`config.mk`:
```
export PLATFORM = sky130hd
export DESIGN_NAME = vram_write_arbiter
export DESIGN_NICKNAME = d
export VERILOG_FILES = /design/src/rtl/vram_pkg.sv /design/src/rtl/vsync_edge_sync.sv /design/src/rtl/vram_write_arbiter.sv
export SDC_FILE = /design/constraint.sdc
export NUM_CORES = 1
export LEC_CHECK = 0
export BUFFER_PORTS_ARGS = -buffer_cell sky130_fd_sc_hd__buf_2
export CORE_MARGIN = 10
export CORE_UTILIZATION = 36
export CTS_CLUSTER_SIZE = 30
export DETAILED_ROUTE_END_ITERATION = 16
export PLACE_DENSITY_LB_ADDON = 0.08
export SLEW_MARGIN = 40
export SYNTH_ARGS = -nofsm -noshare
export SYNTH_HDL_FRONTEND = slang
export SYNTH_SLANG_ARGS = --single-unit
export TNS_END_PERCENT = 50
```
`constraint.sdc`:
```
create_clock -name clk -period 2.4 [get_ports clk]
set_input_delay 0 -clock clk [delete_from_list [all_inputs] [get_ports clk]]
set_output_delay 0 -clock clk [all_outputs]
set_load 0.02 [all_outputs]
```
`src/rtl/vram_pkg.sv`:
```
// -----------------------------------------------------------------------------
// vram_pkg
// Shared types and sizes for the VRAM write-port arbiter.
//   VRAM_ADDR_W / VRAM_DATA_W : default VRAM address and data widths
//   fill_state_t              : fill engine states
//   grant_t                   : identity of the most recent write-port owner
// -----------------------------------------------------------------------------
package vram_pkg;

   localparam int VRAM_ADDR_W = 10;
   localparam int VRAM_DATA_W = 8;

   typedef enum logic [1:0] {IDLE, ARMED, FILL, DONE} fill_state_t;

   typedef enum logic {GRANT_CPU, GRANT_FILL} grant_t;

endpackage

```
`src/rtl/vsync_edge_sync.sv`:
```
// -----------------------------------------------------------------------------
// vsync_edge_sync
// Brings the asynchronous vsync into the clk domain through two flops and
// produces a one-cycle pulse on each synchronised rising edge.
//   clk     : system clock
//   rst     : synchronous active-high reset
//   async_i : asynchronous level input (vsync)
//   rise_o  : one-cycle pulse, high while the synchronised level first reads 1
// -----------------------------------------------------------------------------
module vsync_edge_sync (
   input  logic clk,
   input  logic rst,
   input  logic async_i,
   output logic rise_o
);

   logic meta_q;
   logic sync_q;
   logic prev_q;

   always_ff @(posedge clk) begin
      if (rst) begin
         meta_q <= 1'b0;
         sync_q <= 1'b0;
         prev_q <= 1'b0;
      end else begin
         meta_q <= async_i;
         sync_q <= meta_q;
         prev_q <= sync_q;
      end
   end

   // Only the metastability-safe stages feed the edge detector.
   assign rise_o = sync_q & ~prev_q;

endmodule

```
`src/rtl/vram_write_arbiter.sv`:
```
// -----------------------------------------------------------------------------
// vram_write_arbiter
// Shares the single VRAM write port between CPU stores and a fill/clear
// engine. A fill is armed by fill_start, begins on the next vsync rising edge
// and then alternates fairly with CPU writes until the range is written.
//   clk, rst                     : clock, synchronous active-high reset
//   vsync                        : asynchronous frame sync
//   cpu_req/cpu_addr/cpu_data    : CPU write request (level) and payload
//   cpu_ack                      : one-cycle pulse coincident with the CPU write
//   fill_start/base/len/value    : arm a fill (parameters sampled with start)
//   fill_busy, fill_done         : fill in progress / one-cycle completion
//   v_cea/v_ada/v_din            : registered VRAM write port
// -----------------------------------------------------------------------------
module vram_write_arbiter
   import vram_pkg::*;
#(
   parameter int ADDR_W = VRAM_ADDR_W,
   parameter int DATA_W = VRAM_DATA_W
) (
   input  logic              clk,
   input  logic              rst,
   input  logic              vsync,
   input  logic              cpu_req,
   input  logic [ADDR_W-1:0] cpu_addr,
   input  logic [DATA_W-1:0] cpu_data,
   output logic              cpu_ack,
   input  logic              fill_start,
   input  logic [ADDR_W-1:0] fill_base,
   input  logic [ADDR_W:0]   fill_len,
   input  logic [DATA_W-1:0] fill_value,
   output logic              fill_busy,
   output logic              fill_done,
   output logic              v_cea,
   output logic [ADDR_W-1:0] v_ada,
   output logic [DATA_W-1:0] v_din
);

   localparam logic [ADDR_W:0] LAST_WORD = {{ADDR_W{1'b0}}, 1'b1};

   fill_state_t       state_q, state_d;
   grant_t            last_grant_q, last_grant_d;
   logic [ADDR_W-1:0] ptr_q, ptr_d;
   logic [ADDR_W:0]   rem_q, rem_d;
   logic [DATA_W-1:0] val_q, val_d;
   logic              cea_q, cea_d;
   logic [ADDR_W-1:0] ada_q, ada_d;
   logic [DATA_W-1:0] din_q, din_d;
   logic              ack_q, ack_d;
   logic              busy_q, busy_d;
   logic              done_q, done_d;

   logic vs_rise;
   logic cpu_elig;
   logic fill_elig;
   logic grant_cpu;
   logic grant_fill;

   vsync_edge_sync u_vsync (
      .clk     (clk),
      .rst     (rst),
      .async_i (vsync),
      .rise_o  (vs_rise)
   );

   // Arbitration. A CPU request is not eligible while its ack is showing,
   // so a held request cannot be written twice.
   always_comb begin
      cpu_elig   = cpu_req & ~ack_q;
      fill_elig  = (state_q == FILL) && (rem_q != '0);
      grant_cpu  = 1'b0;
      grant_fill = 1'b0;
      if (cpu_elig && fill_elig) begin
         if (last_grant_q == GRANT_FILL) grant_cpu  = 1'b1;
         else                            grant_fill = 1'b1;
      end else begin
         grant_cpu  = cpu_elig;
         grant_fill = fill_elig;
      end
   end

   // Next-state, datapath and output computation.
   always_comb begin
      state_d      = state_q;
      last_grant_d = last_grant_q;
      ptr_d        = ptr_q;
      rem_d        = rem_q;
      val_d        = val_q;
      cea_d        = 1'b0;
      ada_d        = ada_q;   // address/data hold when the port is idle
      din_d        = din_q;
      ack_d        = 1'b0;

      if (grant_cpu) begin
         cea_d        = 1'b1;
         ada_d        = cpu_addr;
         din_d        = cpu_data;
         ack_d        = 1'b1;
         last_grant_d = GRANT_CPU;
      end else if (grant_fill) begin
         cea_d        = 1'b1;
         ada_d        = ptr_q;
         din_d        = val_q;
         ptr_d        = ptr_q + 1'b1;   // natural wrap at the top address
         rem_d        = rem_q - 1'b1;
         last_grant_d = GRANT_FILL;
      end

      case (state_q)
         IDLE: begin
            if (fill_start) begin
               ptr_d   = fill_base;
               rem_d   = fill_len;
               val_d   = fill_value;
               state_d = (fill_len == '0) ? DONE : ARMED;
            end
         end
         ARMED: begin
            if (vs_rise) state_d = FILL;
         end
         FILL: begin
            if (grant_fill && (rem_q == LAST_WORD)) state_d = DONE;
         end
         DONE: begin
            state_d = IDLE;
         end
         default: begin
            state_d = IDLE;
         end
      endcase

      // Status outputs are registered copies of the state being entered,
      // so fill_done and the fall of fill_busy line up with DONE.
      busy_d = (state_d == ARMED) || (state_d == FILL);
      done_d = (state_d == DONE);
   end

   always_ff @(posedge clk) begin
      if (rst) begin
         state_q      <= IDLE;
         last_grant_q <= GRANT_FILL;
         ptr_q        <= '0;
         rem_q        <= '0;
         val_q        <= '0;
         cea_q        <= 1'b0;
         ada_q        <= '0;
         din_q        <= '0;
         ack_q        <= 1'b0;
         busy_q       <= 1'b0;
         done_q       <= 1'b0;
      end else begin
         state_q      <= state_d;
         last_grant_q <= last_grant_d;
         ptr_q        <= ptr_d;
         rem_q        <= rem_d;
         val_q        <= val_d;
         cea_q        <= cea_d;
         ada_q        <= ada_d;
         din_q        <= din_d;
         ack_q        <= ack_d;
         busy_q       <= busy_d;
         done_q       <= done_d;
      end
   end

   assign v_cea     = cea_q;
   assign v_ada     = ada_q;
   assign v_din     = din_q;
   assign cpu_ack   = ack_q;
   assign fill_busy = busy_q;
   assign fill_done = done_q;

endmodule
```
# Word level (Yosys, flattened, before mapping)
# Cells that the tools add are included.
# op_classes
n_addsub,2
eq_ne,7
muxes,26
n_bitwise,4
reduce_logical,9
# ops
op,count
$mux 10,6
$mux 11,4
$mux 8,2
$eq 11x1->1 const B,1
$logic_not 11->1,1
$reduce_bool 11->1,1
$sub 11x1->11 const B,1
$add 10x1->10 const B,1
$mux 1,9
$eq 2x2->1 const B,4
$mux 2,4
$pmux 2 s4,1
$eq 2x1->1 const B,2
$logic_and 1x1->1,3
$and 1x1->1,2
$logic_not 2->1,1
$not 1->1,2
$reduce_and 2->1,1
$reduce_bool 2->1,1
$logic_or 1x1->1,1
# word_totals
ff_bits,57
output_inout_bits,22

# Depth between registers and ports, before layout
# logic_depth
word_depth,9
ltp_mapped,9

# Hierarchy
# Synthesis repeated with hierarchy kept, for this count alone.
# hier_totals
cells_unflattened,368
area_unflattened_um2,2979.1
# modules_own_cells
module,n_inst,cells_each,area_per_inst_um2
vram_write_arbiter,1,361,2891.5
vsync_edge_sync,1,7,87.6

# Worst setup path before layout
# Ideal clock, no wire load.
# synth_path
kind,reg2reg
startpoint,register rem_q[0]
endpoint,register ada_q[9] (netlist: v_ada[9])
setup_time_ps,91
arrival_time_ps,2027
t_required_ps,2309
setup_slack_ps,282
path_stages_with_launch,9
n_path_buf,2
period_less_slack_ps,2118
cell_sequence,dfxtp_1 > inv_1 > ha_1 > or3b_2 > clkbuf_1 > o31ai_4 > buf_6 > nand3_1 > a311oi_1
# synth_between
elab_chain_cells,5
elab_cells_between_ends,7
cone_classes,mux: 3; reduce/logical: 4
# synth_rtl
item,line,text
start: declaration,vram_write_arbiter.sv:43,"logic [ADDR_W:0] rem_q, rem_d;"
start signal: assignment,vram_write_arbiter.sv:154,rem_q <= rem_d;
$reduce_bool 11->1 (*),vram_write_arbiter.sv:69,fill_elig = (state_q == FILL) && (rem_q != '0);
$logic_and 1x1->1 (*),vram_write_arbiter.sv:69,
$logic_and 1x1->1,vram_write_arbiter.sv:72,if (cpu_elig && fill_elig) begin
$mux 1,vram_write_arbiter.sv:72,
$mux 10 or $reduce_bool 2->1 (tied branches),-,
end signal: assignment,vram_write_arbiter.sv:145,ada_q <= '0;
end signal: assignment,vram_write_arbiter.sv:157,ada_q <= ada_d;
end: declaration,vram_write_arbiter.sv:46,"logic [ADDR_W-1:0] ada_q, ada_d;"
# Mark *: on every way between the ends. The rest lies on a longest branch, timed or not.
# A chain may end at the register's enable or synchronous reset.

# Worst setup path after layout
# layout_path
startpoint,register rem_q[0]
endpoint,register ptr_q[6]
# layout_between
elab_chain_cells,8
elab_cells_between_ends,9
cone_classes,mux: 6; reduce/logical: 3
# layout_rtl
item,line,text
$reduce_bool 11->1 (*),vram_write_arbiter.sv:69,
$logic_and 1x1->1 (*),vram_write_arbiter.sv:69,
$logic_and 1x1->1,vram_write_arbiter.sv:72,
$mux 1,vram_write_arbiter.sv:72,
$mux 10,vram_write_arbiter.sv:99,end else if (grant_fill) begin
$mux 10 (*),vram_write_arbiter.sv:93,if (grant_cpu) begin
$mux 10,vram_write_arbiter.sv:110,if (fill_start) begin
$mux 10 (*),vram_write_arbiter.sv:108,case (state_q)
end signal: assignment,vram_write_arbiter.sv:153,ptr_q <= ptr_d;
end: declaration,vram_write_arbiter.sv:42,"logic [ADDR_W-1:0] ptr_q, ptr_d;"
# Marks and branches as above.

==> flow_metrics.py <==
metrics = {
    "sta": {
        "skew_ns": 0.00798,
        "finalSetupTns_ns": 0,
        "setup_viol": 0,
        "whs_ns": 0.0173,
        "final_hold_viol_count": 0,
        "fmax_mhz": 446,
        "slew_headroom_pct": 52.8,
        "worst_pin_slew_ns": 0.709,
        "min_period_ns": 2.24,
        "rsz0062_at_grt": "no",
        "finalCritPeriodShare_pct": 93.5,
        "drv_slew": 0,
    },
    "worst_setup_path": {
        "r2r-start": "rem_q[0]",
        "criticalPathCategory": "register to register",
        "crit_path_start_kind": "register",
        "crit_path_max_fanout": 10,
        "required_ns": 2.63,
        "startpoint": "rem_q[0]",
        "cp-end-kind": "register",
        "arrival_ns": 2.48,
    },
    "power": {
        "peakVddDrop_mv": 0.333,
        "p_leak_nw": 1.54,
        "p_per_area_nw_per_um2": 665,
    },
    "hold_path": {
        "hp-start": "fill_base[5]",
        "hold_path.class": "input port to register",
    },
    "synth": {
        "synth_edf_count": 0,
        "syn_nets": 409,
        "async_flop_share_pct": 0,
        "synth-xor-area-share_pct": 0,
        "synthMuxAreaShare_pct": 0,
        "synth_simple_gate_area_share_pct": 29.3,
        "synthAdderAreaFrac_pct": 1.71,
        "ys_warn_count": 0,
        "synth_compound_area_share_pct": 24.1,
        "synthDistinctLibCells": 43,
        "synth_seq_cells": 57,
        "synth_flop_cell": "dfxtp_1",
        "synth.yosys.seq_area_share_pct": 38.9,
        "syn_area_per_cell_um2": 8.32,
        "syn_area_um2": 2940,
        "synth_top_family_by_area": "simple AND/OR/NAND/NOR gates",
        "synth_cells": 353,
    },
    "drt": {
        "drt_iter0_drc": 194,
        "via_per_inst": 5.47,
        "ant_nets": 0,
        "drc_errors": 0,
        "vias": 3175,
        "routedWlPerCell_um": 16.9,
        "drtPass1Iterations": 4,
        "routed_wl_mm": 9.82,
    },
    "final_layout": {
        "antenna_cells": 0,
        "final_nets": 529,
        "n_fill_cell": 775,
        "area_growth_pct": 38.4,
        "drive_gt1_share_pct": 25.1,
    },
    "clock_tree": {
        "clk_root_buffer_cell": "clkbuf_8",
        "clock_path_buffers": 2,
        "clkTransAtPathRegs_ns": 0.07,
        "clk_latency_ns": 0.34,
        "cts_buffers": 9,
        "cts_tree": "yes",
        "cts-htree-levels": 3,
        "cts.sink_count": 57,
    },
    "global_route": {
        "first_global_vias": 3048,
        "antenna_found_initial": 0,
        "grt_overflow": 0,
        "grt_pass1_wl_mm": 15.6,
        "grt_usage_pct": 15.9,
        "grt_max_degree": 35,
    },
    "die": {
        "row_count": 32,
        "start_util_pct": 37.4,
        "die-area_um2": 12200,
        "die_w_um": 110,
        "fp.dieH_um": 110,
        "io-pin-count": 74,
        "core_area_um2": 7850,
    },
    "run": {
        "cap_violations": 0,
    },
    "outcome": {
        "status": "completed",
    },
    "placement": {
        "gp_congestion": 0.848,
        "numPortBuffers": 73,
        "dp_hpwl_mm": 6.74,
    },
}
==> kinds of logic (layout without fill, tap and decap cells) <==
| kind of cell | after synthesis | count (layout) |
|---|---|---|
| buf+inv | 36 | 161 |
| simple gates | 161 | 161 |
| compound gates | 95 | 95 |
| fa+ha+maj | 4 | 4 |
| flops | 57 | 57 |
==> per-stage QoR <==
step                power [mW]  worst slack (ns)  instances  utilization (%)  cell area, um^2
detailed placement        1.86             0.143        518             43.6             3420
CTS                       2.70             0.127        578             51.4             4030
finish                    2.70             0.156        580             51.8             4060
floorplan                 1.63             0.282        353                -             2940
global route              2.86            0.0115        580             51.8             4060
global placement          1.86             0.189        518             43.6             3420
==> final timing paths <==
check | cells past startpoint | slack (ns) | end
min reg2reg | 1 | 0.45 | u_vsync.sync_q
max | 8 | 0.16 | ptr_q[6]
max reg2reg | 8 | 0.16 | ptr_q[6]
min | 3 | 0.02 | ptr_q[5]
==> cell type report <==
class	count	area (um^2)	area share (%)
clock inverter	7	46.3	1.14
inverter	7	26.3	0.647
tap	102	128	3.14
multi-input combinational	260	1620	39.9
sequential	57	1140	28.1
timing repair buffer	138	976	24.0
clock buffer	9	124	3.05
==> registers in the layout (all words and copies together), names as in the netlist <==
signal          count
v_din               8
fill_done           1
last_grant_q        1
v_cea               1
ptr_q              10
v_ada              10
rem_q              11
u_vsync.sync_q      1
state_q             2
val_q               8
cpu_ack             1
u_vsync.prev_q      1
fill_busy           1
u_vsync.meta_q      1
==> placed cells by master (no fill, tap or decap), drive strengths merged, types with 12 or more instances in the layout <==
cell type | netlist | final
nor3 | 28 | 28
nand2 | 24 | 24
a21oi | 12 | 12
nor2 | 28 | 28
dfxtp | 57 | 57
dlygate4sd3 | 0 | 44
o21ai | 25 | 25
buf | 10 | 94
nand3 | 29 | 29
a311oi | 28 | 28
==> report_power, final <==
| part | leakage (nW) | internal (mW) | switching, mW |
|---|---|---|---|
| clock network | 0.0814 | 0.371 | 0.414 |
| registers | 0.471 | 1.05 | 0.103 |
| logic | 0.989 | 0.332 | 0.433 |
| total | 1.54 | 1.75 | 0.950 |
==> what timing repair did <==
item                                    in CTS  in global routing
endpoints found under the hold margin       44                  0
hold buffers                                44                  0
resized for setup                            0                  1
buffers inserted                             0                  2
endpoints found under the setup margin       0                  4
==> synth_stat cells, types with 2 or more instances <==
library cell	count	share of area, %
a31oi_1	6	1.3
nor4b_1	3	0.90
nor3_1	27	4.6
nand2_1	24	3.1
or3_1	10	2.1
a211oi_1	3	0.77
and2_1	2	0.43
ha_1	4	1.7
nor4_1	6	1.3
nand3_1	29	4.9
o31ai_1	8	2.0
a2111oi_2	3	1.5
a21oi_1	12	2.0
dfxtp_1	57	39
clkbuf_1	19	2.4
nand4_1	5	1.1
buf_2	4	0.68
nor2_1	28	3.6
nor2b_1	6	1.3
buf_6	4	1.5
inv_1	7	0.90
o31a_1	2	0.60
nand3b_1	2	0.51
o31ai_4	2	1.4
o21ai_0	25	4.3
nand2b_1	2	0.43
buf_4	2	0.51
nor3b_1	3	0.77
or4_1	7	1.8
a311oi_1	28	8.4
==> per-layer routing <==
metal	vias to the layer above	GRT usage, %	wire length (um)
met5	-	0	0
met4	0	3.12	85
met3	9	4.88	652
met2	83	26.2	4710
met1	1494	20.1	4380
li1	1589	-	-
==> critical path: stages, from the launching register on <==
cell	delay [ns]
dfxtp_1	0.39
inv_1	0.08
ha_1	0.24
or3b_4	0.32
nor3_4	0.07
buf_12	0.15
buf_4	0.14
or4_1	0.49
a311oi_1	0.28
Note: power is estimated with default switching activity, not from simulation.
